File: config.mk
export PLATFORM = sky130hd
export DESIGN_NAME = sigmoid_segment_fetcher
export DESIGN_NICKNAME = d
export VERILOG_FILES = /design/src/rtl/sigmoid_segment_fetcher_pkg.sv /design/src/rtl/sigmoid_segment_fetcher.sv
export SDC_FILE = /design/constraint.sdc
export NUM_CORES = 1
export LEC_CHECK = 0
export ABC_AREA = 0
export CAP_MARGIN = 20
export CORE_UTILIZATION = 35
export DETAILED_ROUTE_END_ITERATION = 12
export HOLD_SLACK_MARGIN = 0.15
export PLACE_DENSITY_LB_ADDON = 0.1
export SLEW_MARGIN = 20
export SYNTH_ARGS = -nofsm -noshare
export SYNTH_HDL_FRONTEND = slang
export SYNTH_SLANG_ARGS = --single-unit
File: constraint.sdc
create_clock -name clk -period 2.8 [get_ports clk]
set_input_delay 0.84 -clock clk [delete_from_list [all_inputs] [get_ports clk]]
set_output_delay 0.84 -clock clk [all_outputs]
set_load 0.005 [all_outputs]
File: src/rtl/sigmoid_segment_fetcher_pkg.sv
// Shared widths, LUT geometry and FSM encoding for the sigmoid segment fetcher.
package sigmoid_segment_fetcher_pkg;

    localparam int unsigned DATA_W = 8;
    localparam int unsigned FRAC_W = 4;
    localparam int unsigned IDX_W  = DATA_W - FRAC_W;
    localparam int unsigned DEPTH  = 2 ** IDX_W;

    localparam logic [IDX_W-1:0] LAST_ADDR = IDX_W'(DEPTH - 1);

    typedef enum logic [2:0] {
        StIdle,
        StRdBase,
        StRdNext,
        StCapt,
        StHold
    } state_e;

endpackage

File: src/rtl/sigmoid_segment_fetcher.sv
// Splits a signed activation into LUT segment + fraction, fetches the two bounding
// breakpoints with two sequential single-port reads and presents them over valid/ready.
module sigmoid_segment_fetcher
    import sigmoid_segment_fetcher_pkg::*;
(
    input  logic              clk,
    input  logic              rst,
    input  logic [DATA_W-1:0] in_x_i,
    input  logic              in_valid_i,
    output logic              in_ready_o,
    output logic              rom_en_o,
    output logic [IDX_W-1:0]  rom_addr_o,
    input  logic [DATA_W-1:0] rom_data_i,
    output logic [DATA_W-1:0] base_o,
    output logic [DATA_W-1:0] next_data_o,
    output logic [DATA_W-1:0] change_o,
    output logic [DATA_W-1:0] remaining_o,
    output logic              out_valid_o,
    input  logic              out_ready_i
);

    state_e              state_q, state_d;
    logic [IDX_W-1:0]    addr_q, addr_d;
    logic [FRAC_W-1:0]   frac_q, frac_d;
    logic [DATA_W-1:0]   base_tmp_q, base_tmp_d;
    logic [DATA_W-1:0]   base_q, base_d;
    logic [DATA_W-1:0]   next_data_q, next_data_d;
    logic [DATA_W-1:0]   change_q, change_d;
    logic [DATA_W-1:0]   remaining_q, remaining_d;

    always_ff @(posedge clk) begin
        if (rst) begin
            state_q     <= StIdle;
            addr_q      <= '0;
            frac_q      <= '0;
            base_tmp_q  <= '0;
            base_q      <= '0;
            next_data_q <= '0;
            change_q    <= '0;
            remaining_q <= '0;
        end else begin
            state_q     <= state_d;
            addr_q      <= addr_d;
            frac_q      <= frac_d;
            base_tmp_q  <= base_tmp_d;
            base_q      <= base_d;
            next_data_q <= next_data_d;
            change_q    <= change_d;
            remaining_q <= remaining_d;
        end
    end

    always_comb begin
        state_d     = state_q;
        addr_d      = addr_q;
        frac_d      = frac_q;
        base_tmp_d  = base_tmp_q;
        base_d      = base_q;
        next_data_d = next_data_q;
        change_d    = change_q;
        remaining_d = remaining_q;
        in_ready_o  = 1'b0;
        rom_en_o    = 1'b0;
        rom_addr_o  = '0;

        case (state_q)
            StIdle: begin
                in_ready_o = 1'b1;
                if (in_valid_i) begin
                    // Offset binary: signed index -8..7 becomes address 0..15.
                    addr_d  = {~in_x_i[DATA_W-1], in_x_i[DATA_W-2:FRAC_W]};
                    frac_d  = in_x_i[FRAC_W-1:0];
                    state_d = StRdBase;
                end
            end
            StRdBase: begin
                rom_en_o   = 1'b1;
                rom_addr_o = addr_q;
                state_d    = StRdNext;
            end
            StRdNext: begin
                base_tmp_d = rom_data_i;
                if (addr_q != LAST_ADDR) begin
                    rom_en_o   = 1'b1;
                    rom_addr_o = addr_q + IDX_W'(1);
                end
                state_d = StCapt;
            end
            StCapt: begin
                // Top segment saturates instead of wrapping to address 0.
                base_d      = base_tmp_q;
                next_data_d = (addr_q == LAST_ADDR) ? base_tmp_q : rom_data_i;
                change_d    = next_data_d - base_tmp_q;
                remaining_d = {{(DATA_W-FRAC_W){1'b0}}, frac_q};
                state_d     = StHold;
            end
            StHold: begin
                if (out_ready_i) begin
                    state_d = StIdle;
                end
            end
            default: state_d = StIdle;
        endcase
    end

    assign out_valid_o = (state_q == StHold);
    assign base_o      = base_q;
    assign next_data_o = next_data_q;
    assign change_o    = change_q;
    assign remaining_o = remaining_q;

endmodule
==> metrics.yaml, run 1 <==
cts_buffers: 5
avgSynthCellArea_um2: 7.87
yosysWarnings: 0
cts_max_level: 2
max_stage_delay_ps: 450
max-slew-margin-rel_pct: 50.2
crit_top_cell: "nor2_1"
gr-total-overflow: 0
worst_ep_arrival_time_ps: 1860
nets: 376
start_util_pct: 37.3
fp-row-count: 28
gp_congestion: 0.818
root_buffer: "clkbuf_8"
dr_total_vias: 2051
worstSetupEndpoint: "rom_addr_o[0]"
synth_area_leader_cell: "dfxtp_1"
setup_viol: 0
ys_seq_elements: 47
grt_pass1_wl_um: 8450
drt-pass1-iter-count: 4
required_ps: 1960
min_period_over_period_pct: 96.4
path_clk_slew_ps: 90
finalClockSkew_ps: 7.58
track_usage_pct: 16.4
whs_ps: 454
area_delta_synth_final_pct: 31.5
period_needed_ps: 2700
outcome: "finished, final reports clean"
drt-total-wl_um: 5250
ys.flop_type: "dfxtp_1"
cts_tree: "done"
portBuffers: 54
critPathLaunch: "addr_q[1]$_SDFFE_PP0P_"
final_util_pct: 49.1
antenna_found_initial: 0
r2r_cells: 10
grt_start_max_net_pins: 34
synthCells: 289
path_buf_inv: 1
drt-wirelength-per-cell_um: 12.4
ios: 59
drt_iter0_drc: 67
ant_nets: 0
ys_top_cells_by_area: "dfxtp_1 (41%), nand2_1 (13%), a21oi_1 (9.2%)"
async_flop_share_pct: 0
path_max_fanout: 17
total_power_uw: 1380
clk_latency_ps: 300
ir_drop_mv: 0.281
viasPerCell: 4.85
insertedDiodeCount: 0
cp-end-kind: "output port"
p_leak_uw: 0.00113
maxSlewViolCount: 0
n_fill_cell: 634
p_per_area_nw_per_um2: 461
drive_gt1_share_pct: 10.3
tightest_slew_ps: 745
ys_types: 47
synth_edf_count: 0
worstSetupPathDepth: 7
cts.path.max_buffers: 2
grt_pass1_vias: 1782
crit_type: "flip-flop to output port"
worstReg2RegEnd: "change_o[7]$_SDFFE_PP0P_"
rsz0062_at_grt: "no"
postCtsHoldBufs: 0
reg2reg_slack_ps: 350
clock_sinks: 47
cap_violations: 0
synth_common_cells: "nand2_1 (79), dfxtp_1 (47), a21oi_1 (42)"
synth_top_area_share_pct: 41.4
post-route-drc-count: 0
synth_area_um2: 2270
critPathSlowestCell: "clkdlybuf4s50_1"
hold_viol: 0
hpwlAfterDp_um: 3830
hp-class: "flip-flop to flip-flop"
yosysSeqAreaShare_pct: 41.4
yosysMostFrequentCell: "nand2_1"
path_delay_family: "buffers and inverters"
worst_setup_path_start_kind: "flip-flop"
dieArea_um2: 6820
fmax_ghz: 0.371
r2r_start: "addr_q[1]$_SDFFE_PP0P_"
die-width_um: 82.6
crit_chain: "ha_2 > nand3_4 > nand2_1 > nor2_1 > a21oi_1 > nor2_1 > clkdlybuf4s50_1"
core_um2: 6100
fp.dieH_um: 82.6
==> layout by cell type (no fill, tap or decap), drive strengths merged, types with 6 or more instances in the layout <==
cell | netlist | final
a211oi | 7 | 7
clkdlybuf4s50 | 0 | 52
nor2 | 19 | 19
ha | 8 | 8
buf | 12 | 14
inv | 9 | 9
dfxtp | 47 | 47
nand2 | 80 | 80
a21oi | 43 | 43
clkbuf | 7 | 6
o21ai | 11 | 11
==> flip-flops by register name, indices dropped and copies added (netlist names) <==
name and count:
remaining_o 4, change_o 8, base_tmp_q 8, state_q 3
base_o 8, addr_q 4, next_data_o 8, frac_q 4
==> per-stage QoR <==
stage          std cells  setup TNS, ps  instance area (um^2)  setup WS [ps]
6_report             423              0                  2990            101
5_1_grt              423              0                  2990           1.18
4_1_cts              423              0                  2980           19.5
3_5_place_dp         415           -209                  2890           -104
3_3_place_gp         415           -141                  2890          -53.4
2_1_floorplan        292              0                  2280            196
==> kinds of logic after synthesis <==
logic type,share of synthesized area (%)
multiplexers,1.76
AND/OR/NAND/NOR,25.6
XOR/XNOR,1.16
adder cells (fa/ha/maj),5.28
AO/OA/AOI/OAI,17.7
other,0.165
buffers and inverters,6.93
flip-flops,41.4
==> repair_timing <==
action | in CTS | in global routing
resized for setup | 2 | 4
hold endpoints to repair | 0 | 0
setup buffers | 0 | 0
setup endpoints to repair | 3 | 5
gates cloned | 0 | 0
==> where the power goes <==
group          switching, uW  internal [uW]
clock network            241            180
registers               23.3            693
logic                    118            122
total                    382            995
==> per-layer routing <==
metal  up-vias  global-route usage, %  routed length, um  share of wire, %
li1       1068                      -                  -                 -
met1       930                   23.3               2660                51
met2        49                   24.7               2300                44
met3         4                   3.41                234               4.5
met4         0                   5.17                 56               1.1
met5         -                      0                  0                 0
==> area by class of cell <==
class / instances / area [um^2] / share of cell area [%]
Clock buffer: 6 / 72.6 / 2.43
Clock inverter: 2 / 17.5 / 0.586
Inverter: 9 / 33.8 / 1.13
Multi-Input combinational cell: 217 / 1190 / 39.9
Sequential cell: 47 / 943 / 31.5
Tap cell: 75 / 93.8 / 3.14
Timing Repair Buffer: 67 / 636 / 21.3
==> how the worst min path moves through the flow <==
stage / start / endpoint / slack [ps] / cells past startpoint
finish: frac_q[2]$_SDFFE_PP0P_ / remaining_o[2]$_SDFFE_PP0P_ / 450 / 2
global route: frac_q[1]$_SDFFE_PP0P_ / remaining_o[1]$_SDFFE_PP0P_ / 470 / 2
floorplan: frac_q[0]$_SDFFE_PP0P_ / remaining_o[0]$_SDFFE_PP0P_ / 430 / 2
CTS: frac_q[2]$_SDFFE_PP0P_ / remaining_o[2]$_SDFFE_PP0P_ / 460 / 2
global placement: frac_q[1]$_SDFFE_PP0P_ / remaining_o[1]$_SDFFE_PP0P_ / 440 / 2
detailed placement: frac_q[1]$_SDFFE_PP0P_ / remaining_o[1]$_SDFFE_PP0P_ / 440 / 2
==> tightest hold or removal path, stage by stage, from the launching register on <==
cell	delay, ps
dfxtp_1	320
nand2_1	50
a21oi_1	50
No activity file was read; power rests on OpenSTA's default activity.
==> run 2, diff against run 1 <==
--- a/config.mk
+++ b/config.mk
@@ -7,6 +7,7 @@
 export LEC_CHECK = 0
 export ABC_AREA = 0
 export CAP_MARGIN = 20
+export CORE_ASPECT_RATIO = 2
 export CORE_UTILIZATION = 35
 export DETAILED_ROUTE_END_ITERATION = 12
 export HOLD_SLACK_MARGIN = 0.15
==> run 2 against run 1 <==
Net effect: worst hold slack worse by 5.6 ps; flip-flop and latch count unchanged; clock skew fell by 2.6 ps; global-route usage up 1.3 points; cell area increased by 3.5%; maximum frequency increased by 0.95%; register-to-register slack got worse by 60 ps; non-clock buffer count grew 1; first-iteration DRC count down 31%; critical path type unchanged.
==> metrics.yaml, run 2 (same netlist as run 1, synthesis figures left out) <==
outcome: "finished, final reports clean"
period_needed_ps: 2670  # -25.5 ps
drt-wirelength-per-cell_um: 13.1  # +5.1%
clock_power_share_pct: 39.6  # +9.0 points
required_ps: 1960  # about the same
nets: 377  # +0.27%
gp_congestion: 0.820  # +0.28%
dieArea_um2: 6840  # +0.29%
cp-end-kind: "output port"
n_fill_cell: 674  # +6.3%
clk_latency_ps: 300  # about the same
cap_violations: 0  # unchanged
placed_area_um2: 2890  # +0.22%
multi_input_area_um2: 1210  # +1.7%
swShare_pct: 26.4  # -1.4 points
fmax_ghz: 0.374  # +0.95%
design_area_um2: 3090  # +3.5%
track_usage_pct: 17.7  # +1.3 points
p_leak_uw: 0.00114  # +1.6%
grt_pass1_wl_um: 8880  # +5.1%
fp.dieH_um: 116  # +40%
finalClockSkew_ps: 5.00  # -2.58 ps
crit_type: "flip-flop to output port"
cts_max_level: 2  # unchanged
final_util_pct: 49.0  # about the same
combPwrFrac_pct: 15.2  # -2.2 points
grt_start_max_net_pins: 34  # unchanged
insertedDiodeCount: 0  # unchanged
instances_no_fill: 435  # +2.8%
area_delta_synth_final_pct: 36.1
hold_viol: 0  # unchanged
layout.cells.most_common: "nand2_1"
portBuffers: 54  # unchanged
root_buffer: "clkbuf_16"
ios: 59  # unchanged
gr-total-overflow: 0  # unchanged
ir_drop_mv: 0.433  # +54%
dr_total_vias: 2057  # +0.29%
hpwlAfterDp_um: 4150  # +8.4%
cts_tree: "done"
hp-class: "flip-flop to flip-flop"
viasPerCell: 4.73  # -2.5%
grt_pass1_vias: 1898  # +6.5%
post-route-drc-count: 0  # unchanged
start_util_pct: 36.0  # -1.3 points
cts.path.max_buffers: 2  # unchanged
drt-pass1-iter-count: 4  # unchanged
worst_ep_arrival_time_ps: 1830  # -30 ps
max_stage_delay_ps: 520  # +70 ps
core_um2: 6310  # +3.5%
min_period_over_period_pct: 95.5  # -0.91 points
path_buf_inv: 1  # unchanged
critPathSlowestCell: "clkdlybuf4s50_1"
whs_ps: 449  # -5.58 ps
path_clk_slew_ps: 60  # -30 ps
antenna_found_initial: 0  # unchanged
worst_setup_path_start_kind: "flip-flop"
drt-total-wl_um: 5680  # +8.1%
drt_iter0_drc: 46  # -31%
die-width_um: 59.0  # -29%
path_delay_family: "buffers and inverters"
maxSlewViolCount: 0  # unchanged
fp-row-count: 41  # +46%
ff_latch_area_um2: 943  # unchanged
internal-power_uw: 1170  # +18%
p_per_area_nw_per_um2: 515  # +12%
place_inst: 425  # +2.4%
ant_nets: 0  # unchanged
max-slew-margin-rel_pct: 50.1  # -0.12 points
seqPwrFrac_pct: 45.1  # -6.9 points
final_cell_mix: "nand2_1 (79), clkdlybuf4s50_1 (53), dfxtp_1 (45), a21oi_1 (42), nor2_1 (18)"
path_max_fanout: 7  # -10
rsz0062_at_grt: "no"
crit_chain: "nor2b_4 > o21ai_0 > a21oi_1 > clkdlybuf4s50_1"
setup_viol: 0  # unchanged
cts_buffers: 5  # unchanged
clock_sinks: 47  # unchanged
switchingPower_uw: 420  # +9.8%
tns_ps: 0  # unchanged
tightest_slew_ps: 747  # +1.78 ps
drive_gt1_share_pct: 10.9  # +0.54 points
## run 2: worst register-to-register path, stage by stage, from the launching register on
cell     delay, ps
dfxtp_1        370
ha_4           180
nand3_4        130
buf_4          210
mux2i_1        150
ha_1           250
fa_1           400
nor2b_1        130
o21ai_0        120
a21oi_1        210
mux2i_1        210
nand2_1         60
## run 2: cell type report
type	instances	share of cell area, %
Multi-Input combinational cell	217	39.2
Clock inverter	2	0.526
Inverter	9	1.09
Tap cell	86	3.48
Clock buffer	6	4.49
Timing Repair Buffer	68	20.7
Sequential cell	47	30.5
## run 2: power by group through the flow
stage | logic [uW] | registers [uW] | clock network [uW]
3_3_place_gp | 241 | 731 | 0
5_1_grt | 272 | 722 | 668
2_1_floorplan | 145 | 727 | 0
6_report | 243 | 719 | 631
3_5_place_dp | 242 | 732 | 0
4_1_cts | 245 | 717 | 637
## run 2: final timing paths
path                            slack (ps)  cells past startpoint                     endpoint               startpoint
worst max-delay path                   130                      4                rom_addr_o[2]  state_q[0]$_SDFFE_PP0P_
worst min-delay path                   450                      2  remaining_o[2]$_SDFFE_PP0P_   frac_q[2]$_SDFFE_PP0P_
worst max register to register         290                     11     change_o[6]$_SDFFE_PP0P_   addr_q[0]$_SDFFE_PP0P_
worst min register to register         450                      2  remaining_o[2]$_SDFFE_PP0P_   frac_q[2]$_SDFFE_PP0P_
## run 2: what timing repair did
| item | in CTS | in global routing |
|---|---|---|
| gates resized for setup | 3 | 5 |
| hold buffers | 0 | 0 |
| endpoints found under the setup margin | 3 | 4 |
| hold endpoints to repair | 0 | 0 |
| buffers inserted | 0 | 2 |
| pin swaps | 0 | 0 |
## run 2: routing by layer
metal  track usage [%]  routed length [um]  vias to the layer above
met2              32.3                3140                       38
met1              18.8                2260                      933
met3              3.35                 165                        8
met4              8.57                 114                        0
met5                 0                   0                        -
li1                  -                   -                     1078
## run 2: metrics by stage
| step | power, uW | worst slack [ps] |
|---|---|---|
| 2_1_floorplan | 872 | 196 |
| 3_3_place_gp | 972 | -58.8 |
| 3_5_place_dp | 974 | -100 |
| 4_1_cts | 1600 | 25.7 |
| 5_1_grt | 1660 | 35.2 |
| 6_report | 1590 | 127 |
